### config.mk
export PLATFORM = sky130hd
export DESIGN_NAME = calc_percent_div
export DESIGN_NICKNAME = d
export VERILOG_FILES = /design/src/rtl/calc_percent_div.sv
export SDC_FILE = /design/constraint.sdc
export NUM_CORES = 1
export LEC_CHECK = 0
export CAP_MARGIN = 30
export CORE_MARGIN = 2
export CORE_UTILIZATION = 45
export DETAILED_ROUTE_END_ITERATION = 6
export GPL_TIMING_DRIVEN = 0
export PLACE_DENSITY_LB_ADDON = 0.15
export SKIP_CTS_REPAIR_TIMING = 1
export SYNTH_ARGS = -nofsm -noshare
export SYNTH_HDL_FRONTEND = slang
export SYNTH_SLANG_ARGS = --single-unit
### constraint.sdc
create_clock -name ap_clk -period 5.78 [get_ports ap_clk]
set_clock_uncertainty 0.1 [all_clocks]
set_input_delay 1.156 -clock ap_clk [delete_from_list [all_inputs] [get_ports ap_clk]]
set_output_delay 1.156 -clock ap_clk [all_outputs]
set_load 0.02 [all_outputs]
### src/rtl/calc_percent_div.sv
// -----------------------------------------------------------------------------
// calc_percent_div
//
// Purpose:
//   Unsigned DATA_W-bit divider for the percentage path. The upstream
//   calculate stage hands over a*100 as the dividend; this block returns the
//   quotient and remainder using a restoring radix-2 divider, one quotient
//   bit per cycle, MSB first.
//
// Configuration:
//   CALC_DIV_ROUND_EN  when defined, a nonzero-divisor result is rounded half
//                      up (quotient+1 when 2*remainder >= divisor). The
//                      remainder output is always the true remainder.
//                      When undefined, the quotient is truncated.
//
// Ports:
//   ap_clk     in   sole clock, rising edge
//   ap_rst     in   synchronous active-high reset
//   ap_start   in   request to accept operands (looked at only in IDLE)
//   ap_done    out  one-cycle pulse, results valid (the DONE cycle)
//   ap_idle    out  high while in IDLE
//   ap_ready   out  one-cycle pulse, operands consumed this cycle
//   dividend   in   DATA_W unsigned dividend (a*100)
//   divisor    in   DATA_W unsigned divisor
//   ap_return  out  registered quotient (all ones when divisor was 0)
//   remainder  out  registered remainder (dividend when divisor was 0)
//   div_zero   out  registered flag, last operation had divisor 0
//   dbg_state  out  current FSM state (0 IDLE, 1 BUSY, 2 DONE)
//
// Handshake: operands transfer in the IDLE cycle where ap_start=1; ap_ready
// is high in exactly that cycle (combinational from ap_start, masked while
// ap_rst is asserted). ap_start is ignored in every other state. Results
// are valid during the single ap_done cycle and hold until the next one.
// -----------------------------------------------------------------------------
module calc_percent_div #(
    parameter int DATA_W = 32
) (
    input  logic              ap_clk,
    input  logic              ap_rst,
    input  logic              ap_start,
    output logic              ap_done,
    output logic              ap_idle,
    output logic              ap_ready,
    input  logic [DATA_W-1:0] dividend,
    input  logic [DATA_W-1:0] divisor,
    output logic [DATA_W-1:0] ap_return,
    output logic [DATA_W-1:0] remainder,
    output logic              div_zero,
    output logic [1:0]        dbg_state
);

    localparam int CNT_W = $clog2(DATA_W + 1);
    localparam logic [CNT_W-1:0] LAST_STEP = CNT_W'(DATA_W - 1);

    typedef enum logic [1:0] {
        IDLE = 2'd0,
        BUSY = 2'd1,
        DONE = 2'd2
    } state_t;

    state_t            state_q, state_d;
    logic [DATA_W-1:0] quot_q, quot_d;     // dividend bits shifted out, quotient bits shifted in
    logic [DATA_W-1:0] part_q, part_d;     // partial remainder
    logic [DATA_W-1:0] dvsr_q, dvsr_d;     // latched divisor
    logic [CNT_W-1:0]  cnt_q, cnt_d;       // step index 0..DATA_W-1
    logic [DATA_W-1:0] ret_q, ret_d;
    logic [DATA_W-1:0] rem_q, rem_d;
    logic              dz_q, dz_d;

    // One restoring step: bring down the next dividend bit and subtract the
    // divisor if it fits. The shifted value is DATA_W+1 bits wide, but when
    // the subtraction happens the true difference is below the divisor, so
    // a DATA_W-bit wrap-around subtraction yields the exact result.
    logic [DATA_W:0]   shifted;
    logic              fits;
    logic [DATA_W-1:0] step_rem;
    logic [DATA_W-1:0] step_quot;
    logic [DATA_W-1:0] final_quot;

    always_comb begin
        shifted   = {part_q, quot_q[DATA_W-1]};
        fits      = (shifted >= {1'b0, dvsr_q});
        step_rem  = fits ? (shifted[DATA_W-1:0] - dvsr_q) : shifted[DATA_W-1:0];
        step_quot = {quot_q[DATA_W-2:0], fits};
`ifdef CALC_DIV_ROUND_EN
        // Round half up. The quotient cannot overflow here: rounding needs
        // divisor >= 2, which caps the quotient well below all ones.
        final_quot = step_quot + DATA_W'({step_rem, 1'b0} >= {1'b0, dvsr_q});
`else
        final_quot = step_quot;
`endif
    end

    always_comb begin
        state_d  = state_q;
        quot_d   = quot_q;
        part_d   = part_q;
        dvsr_d   = dvsr_q;
        cnt_d    = cnt_q;
        ret_d    = ret_q;
        rem_d    = rem_q;
        dz_d     = dz_q;
        ap_idle  = 1'b0;
        ap_ready = 1'b0;
        ap_done  = 1'b0;

        case (state_q)
            IDLE: begin
                ap_idle = 1'b1;
                if (ap_start && !ap_rst) begin
                    ap_ready = 1'b1;
                    quot_d   = dividend;
                    dvsr_d   = divisor;
                    part_d   = '0;
                    cnt_d    = '0;
                    if (divisor == '0) begin
                        // Nothing to iterate: publish the fixed result now.
                        state_d = DONE;
                        ret_d   = '1;
                        rem_d   = dividend;
                        dz_d    = 1'b1;
                    end else begin
                        state_d = BUSY;
                    end
                end
            end
            BUSY: begin
                quot_d = step_quot;
                part_d = step_rem;
                cnt_d  = cnt_q + 1'b1;
                if (cnt_q == LAST_STEP) begin
                    // The last step's result goes straight to the outputs so
                    // they are valid during the DONE cycle.
                    state_d = DONE;
                    ret_d   = final_quot;
                    rem_d   = step_rem;
                    dz_d    = 1'b0;
                end
            end
            DONE: begin
                ap_done = 1'b1;
                state_d = IDLE;
            end
            default: begin
                state_d = IDLE;
            end
        endcase
    end

    always_ff @(posedge ap_clk) begin
        if (ap_rst) begin
            state_q <= IDLE;
            quot_q  <= '0;
            part_q  <= '0;
            dvsr_q  <= '0;
            cnt_q   <= '0;
            ret_q   <= '0;
            rem_q   <= '0;
            dz_q    <= 1'b0;
        end else begin
            state_q <= state_d;
            quot_q  <= quot_d;
            part_q  <= part_d;
            dvsr_q  <= dvsr_d;
            cnt_q   <= cnt_d;
            ret_q   <= ret_d;
            rem_q   <= rem_d;
            dz_q    <= dz_d;
        end
    end

    assign ap_return = ret_q;
    assign remainder = rem_q;
    assign div_zero  = dz_q;
    assign dbg_state = state_q;

endmodule
Word level (Yosys, flattened, before mapping)
Index checks and enable logic that the tools add are counted.
{"block": "word_totals", "register_bits": 169, "input_bits": 67, "out_inout_bits": 70, "elab_cells": 53}
{"block": "op_classes", "addsub": 2, "magnitude_cmp": 1, "eq_ne": 6, "n_mux": 27, "n_reduce_logical": 9}
{"op": "$mux 32", "count": 9}
{"op": "$pmux 32 s2", "count": 4}
{"op": "$ge 33x32->1", "count": 1}
{"op": "$logic_not 32->1", "count": 1}
{"op": "$sub 32x32->32", "count": 1}
{"op": "$pmux 6 s2", "count": 1}
{"op": "$mux 1", "count": 7}
{"op": "$add 6x1->6 const B", "count": 1}
{"op": "$eq 6x5->1 const B", "count": 1}
{"op": "$mux 2", "count": 3}
{"op": "$mux 6", "count": 1}
{"op": "$ne 2x2->1 const B", "count": 3}
{"op": "$reduce_and 2->1", "count": 3}
{"op": "$pmux 2 s2", "count": 1}
{"op": "$reduce_and 4->1", "count": 1}
{"op": "$eq 2x1->1 const B", "count": 1}
{"op": "$eq 2x2->1 const B", "count": 1}
{"op": "$logic_not 2->1", "count": 1}
{"op": "$pmux 1 s2", "count": 1}
{"op": "$reduce_bool 2->1", "count": 1}
{"op": "$logic_and 1x1->1", "count": 1}
{"op": "$logic_not 1->1", "count": 1}

Logic depth before layout (Yosys ltp)
Gate-level depths: netlist of the first run.
{"block": "logic_depth", "word_depth": 4, "depth_mapped": 12, "mapped_depth_nobuf": 12}

Worst setup path before layout of the first run
Ideal clock, no wire load.
{"block": "synth_path", "kind": "input -> register", "startpoint": "in ap_rst", "endpoint": "reg rem_q[12], in the netlist remainder[12]", "setup_ns": 0.153, "t_arrival_ns": 2.710, "required_ns": 5.527, "path_slack_ns": 2.817, "cell_stages": 6, "path_buffers": 3, "path_cell_list": "clkbuf_1 > nor2_1 > o21a_1 > clkbuf_1 > clkbuf_1 > a311oi_2"}
{"block": "synth_between", "elab_chain_cells": 4}
{"item": "start: declaration", "line_no": "39", "source": "input logic ap_rst,"}
{"item": "$logic_not 1->1", "line_no": "110", "source": "if (ap_start && !ap_rst) begin"}
{"item": "$logic_and 1x1->1", "line_no": "110"}
{"item": "$ne 2x2->1 (no line)"}
{"item": "$reduce_and 4->1 (no line)"}
{"item": "end signal: assignment", "line_no": "167", "source": "rem_q <= rem_d;"}
{"item": "end: declaration", "line_no": "67", "source": "logic [DATA_W-1:0] rem_q, rem_d;"}
Parallel ways exist; a longest one is shown, timed or not.
A chain may end at the register's enable or synchronous reset.

Final worst setup path of the first run
{"block": "layout_path", "startpoint": "in ap_start", "endpoint": "out ap_ready"}
{"block": "layout_between", "elab_chain_cells": 3}
{"item": "start: declaration", "line_no": "40", "source": "input logic ap_start,"}
{"item": "$logic_and 1x1->1", "line_no": "110"}
{"item": "$mux 1", "line_no": "110"}
{"item": "$mux 1", "line_no": "107", "source": "case (state_q)"}
{"item": "end: declaration", "line_no": "43", "source": "output logic ap_ready,"}
Every way passes these cells.

==> flow_summary.ini, run 1 <==
[worst_setup_path]
crit_slowest_cell = clkdlybuf4s50_1
cp.arrival_ns = 2.81
critical-path-max-stage-delay_ns = 0.68
crit_chain = clkdlybuf4s50_1, nand2_1, nor2_1, clkdlybuf4s50_1
critPathKind = input port to output pin
cp_num_buf_inv = 2
cp-start-kind = input port
path_delay_family = buffers and inverters
end_kind = output pin
cp_data_required_time_ns = 4.52
crit_path_frequent_cell = clkdlybuf4s50_1
path_max_fanout = 5

[detailed_routing]
wl_per_cell_um = 17.4
vias = 8282
route.detailed.drc = 0
drtIter0Drc = 509
vias_per_cell = 5.60
routed_wl_mm = 25.7
ant_nets = 0
drt_first_pass_iters = 5

[grt]
grt_max_degree = 19
grt_pass1_wl_mm = 40.6
antenna_found_initial = 0
grt_pass1_vias = 7784
gr-usage-all-layers_pct = 25.8
grt_overflow = 0

[die]
ios = 137
die_w_um = 142
start_util_pct = 45.7
num_rows = 50
core_area_um2 = 18600
dieArea_um2 = 20100
dieHeight_um = 142

[final_layout]
drive_above_1_share_pct = 5.71
multi_input_area_um2 = 4700
seqCellArea_um2 = 3380
fin_cells = 1478
n_fill_cell = 1764
num_antenna_cells = 0
nets = 1332
area_growth_pct = 26.0

[clock_network]
root_buffer = clkbuf_16
htreeDepth = 4
clock_latency_ns = 0.44
cts_tree = done
clock_path_buffers = 2
cts_buffers = 17
clkTransAtPathRegs_ns = 0.07
clkSinkCount = 169

[placement]
dp.cells = 1446
portBuffers = 135
pre_cts_slack_ns = 1.49
gp_congestion = 0.927
dp_hpwl_mm = 20.5

[synth]
avgSynthCellArea_um2 = 7.92
netlist_instances = 1077
yosysWarnings = 0
synth_edf_count = 0
synth_area_um2 = 8530
synth_nets = 1178
yosys_register_bits = 169
synth_cell_types = 58
postSynth.asyncResetShare_pct = 0
ys_seq_area_share_pct = 39.7
synth_top_flop_cell = dfxtp_1

[min_path]
holdCritPathClass = register to register

[timing]
post-route-period-util_pct = 70.4
hold_viol_final = 0
slew_violations = 0
grt_setup_unrepaired = no
relSlewSlack_pct = 50.8
setup_viol = 0
worstMarginPinSlew_ns = 0.731
timing.final.ws_setup_ns = 1.71
timing.final.crit_period_ns = 4.07
clock.fmax_mhz = 246
setup_tns_ns = 0

[power]
irDropWorstVdd_uv = 244
p_per_area_nw_per_um2 = 391
leakagePower_uw = 0.00405

[job]
drv_cap = 0

[outcome]
status = complete, no violations
logic make-up after synthesis:
logic type               share of synthesized area [%]
flip-flops                                        39.7
multiplexers                                     0.968
buffers and inverters                             5.24
XOR/XNOR                                          2.36
adder cells (fa/ha/maj)                           5.08
AO/OA/AOI/OAI                                     22.9
AND/OR/NAND/NOR                                   23.8
registers in the layout, indices dropped and copies added (netlist names):
register,count
dbg_state,2
ap_return,32
quot_q,32
part_q,32
remainder,32
div_zero,1
dvsr_q,32
cnt_q,6
worst register-to-register path: stages (launching register included):
cell and delay [ns]:
dfxtp_1 0.40, ha_1 0.21, inv_1 0.06, fa_1 0.40, a21o_1 0.22, a221oi_1 0.62, a21o_1 0.28, o21ai_0 0.29
o31ai_1 0.41, xnor2_1 0.10, a22oi_1 0.28, a31oi_1 0.12
power breakdown:
group | leakage, uW | switching, uW | internal [uW]
sequential | 0.00138 | 83.6 | 1270
clock | 0.000285 | 545 | 579
combinational | 0.00239 | 1050 | 680
metal layers:
metal  vias up  track usage [%]  share of wire (%)
met4         0             8.00                1.8
met3        30             3.71                6.2
met5         -                0                  0
met2       256             41.8                 45
met1      3866             35.7                 47
li1       4130                -                  -
cells in the final DEF (no fill, tap or decap), drive strengths merged, types with 4 or more instances in the layout:
| cell type | n |
|---|---|
| o31ai | 4 |
| o21bai | 9 |
| nand2 | 151 |
| clkinv | 5 |
| xor2 | 6 |
| a21o | 17 |
| and2 | 4 |
| a311oi | 27 |
| nand3 | 13 |
| a21oi | 99 |
| inv | 50 |
| nand4 | 12 |
| nor4 | 40 |
| a22oi | 27 |
| o21ai | 22 |
| o211ai | 5 |
| nor2 | 190 |
| ha | 33 |
| clkdlybuf4s50 | 135 |
| nand3b | 4 |
| mux2i | 6 |
| a31oi | 8 |
| nor3 | 9 |
| o21a | 5 |
| and3 | 7 |
| buf | 11 |
| and4 | 5 |
| clkbuf | 79 |
| nor4b | 4 |
| dfxtp | 169 |
| nor2b | 7 |
| a211oi | 37 |
| nand2b | 5 |
| xnor2 | 17 |
Yosys cell counts (14+ instances only):
library cell  count  area (um^2)
nor2_1          189          709
dfxtp_1         169         3380
nand2_1         151          567
a21oi_1          98          490
clkbuf_1         61          229
inv_1            41          154
nor4_1           40          250
a211oi_1         37          278
ha_1             33          413
o21ai_0          22          110
a21o_1           17          128
a22oi_1          17          128
xnor2_1          17          149
a311oi_2         14          210
final timing paths:
kind	cells past startpoint	start	slack, ns	endpoint
setup / recovery	4	ap_start	1.71	ap_ready
hold / removal	2	dvsr_q[18]	0.36	dvsr_q[18]
setup reg to reg	11	dvsr_q[0]	2.15	remainder[30]
hold reg to reg	2	dvsr_q[18]	0.36	dvsr_q[18]
cell type report:
type | count | area share (%)
multi-input cells | 795 | 43.7
flip-flops and latches | 169 | 31.5
repair buffers | 135 | 12.6
clock buffers | 18 | 3.99
plain buffers | 72 | 2.72
well taps | 234 | 2.72
inverters | 41 | 1.43
clock inverters | 14 | 1.37
through the flow:
step                      util [%]  power (uW)  instance area (um^2)  hold WS, ns
after detailed placement      54.6        3070                 10200        0.348
final                         57.7        4210                 10700        0.355
after CTS                     57.7        4190                 10700        0.357
after floorplan                  -        2610                  8530        0.336
after global placement        54.6        3060                 10200        0.342
after global routing          57.7        4440                 10700        0.378
Note: power is estimated with default switching activity, not from simulation.
==> run 2, diff against run 1 <==
Clock period 5.78 ns to 4.2 ns, I/O delays scaled along.
==> results of run 2 <==
Same layout as run 1 (identical final DEF). Status: complete, no violations.
Among the figures that moved: setup slack after placement 1.49 ns -> 0.226 ns; setup slack after layout 1.71 ns -> 0.572 ns; start point of the critical path ap_start -> dvsr_q[0]; end point of the critical path ap_ready -> remainder[30]; register-to-register setup slack 2.15 ns -> 0.57 ns; total power 4210 uW -> 5790 uW; worst IR drop on VDD 244 uV -> 336 uV
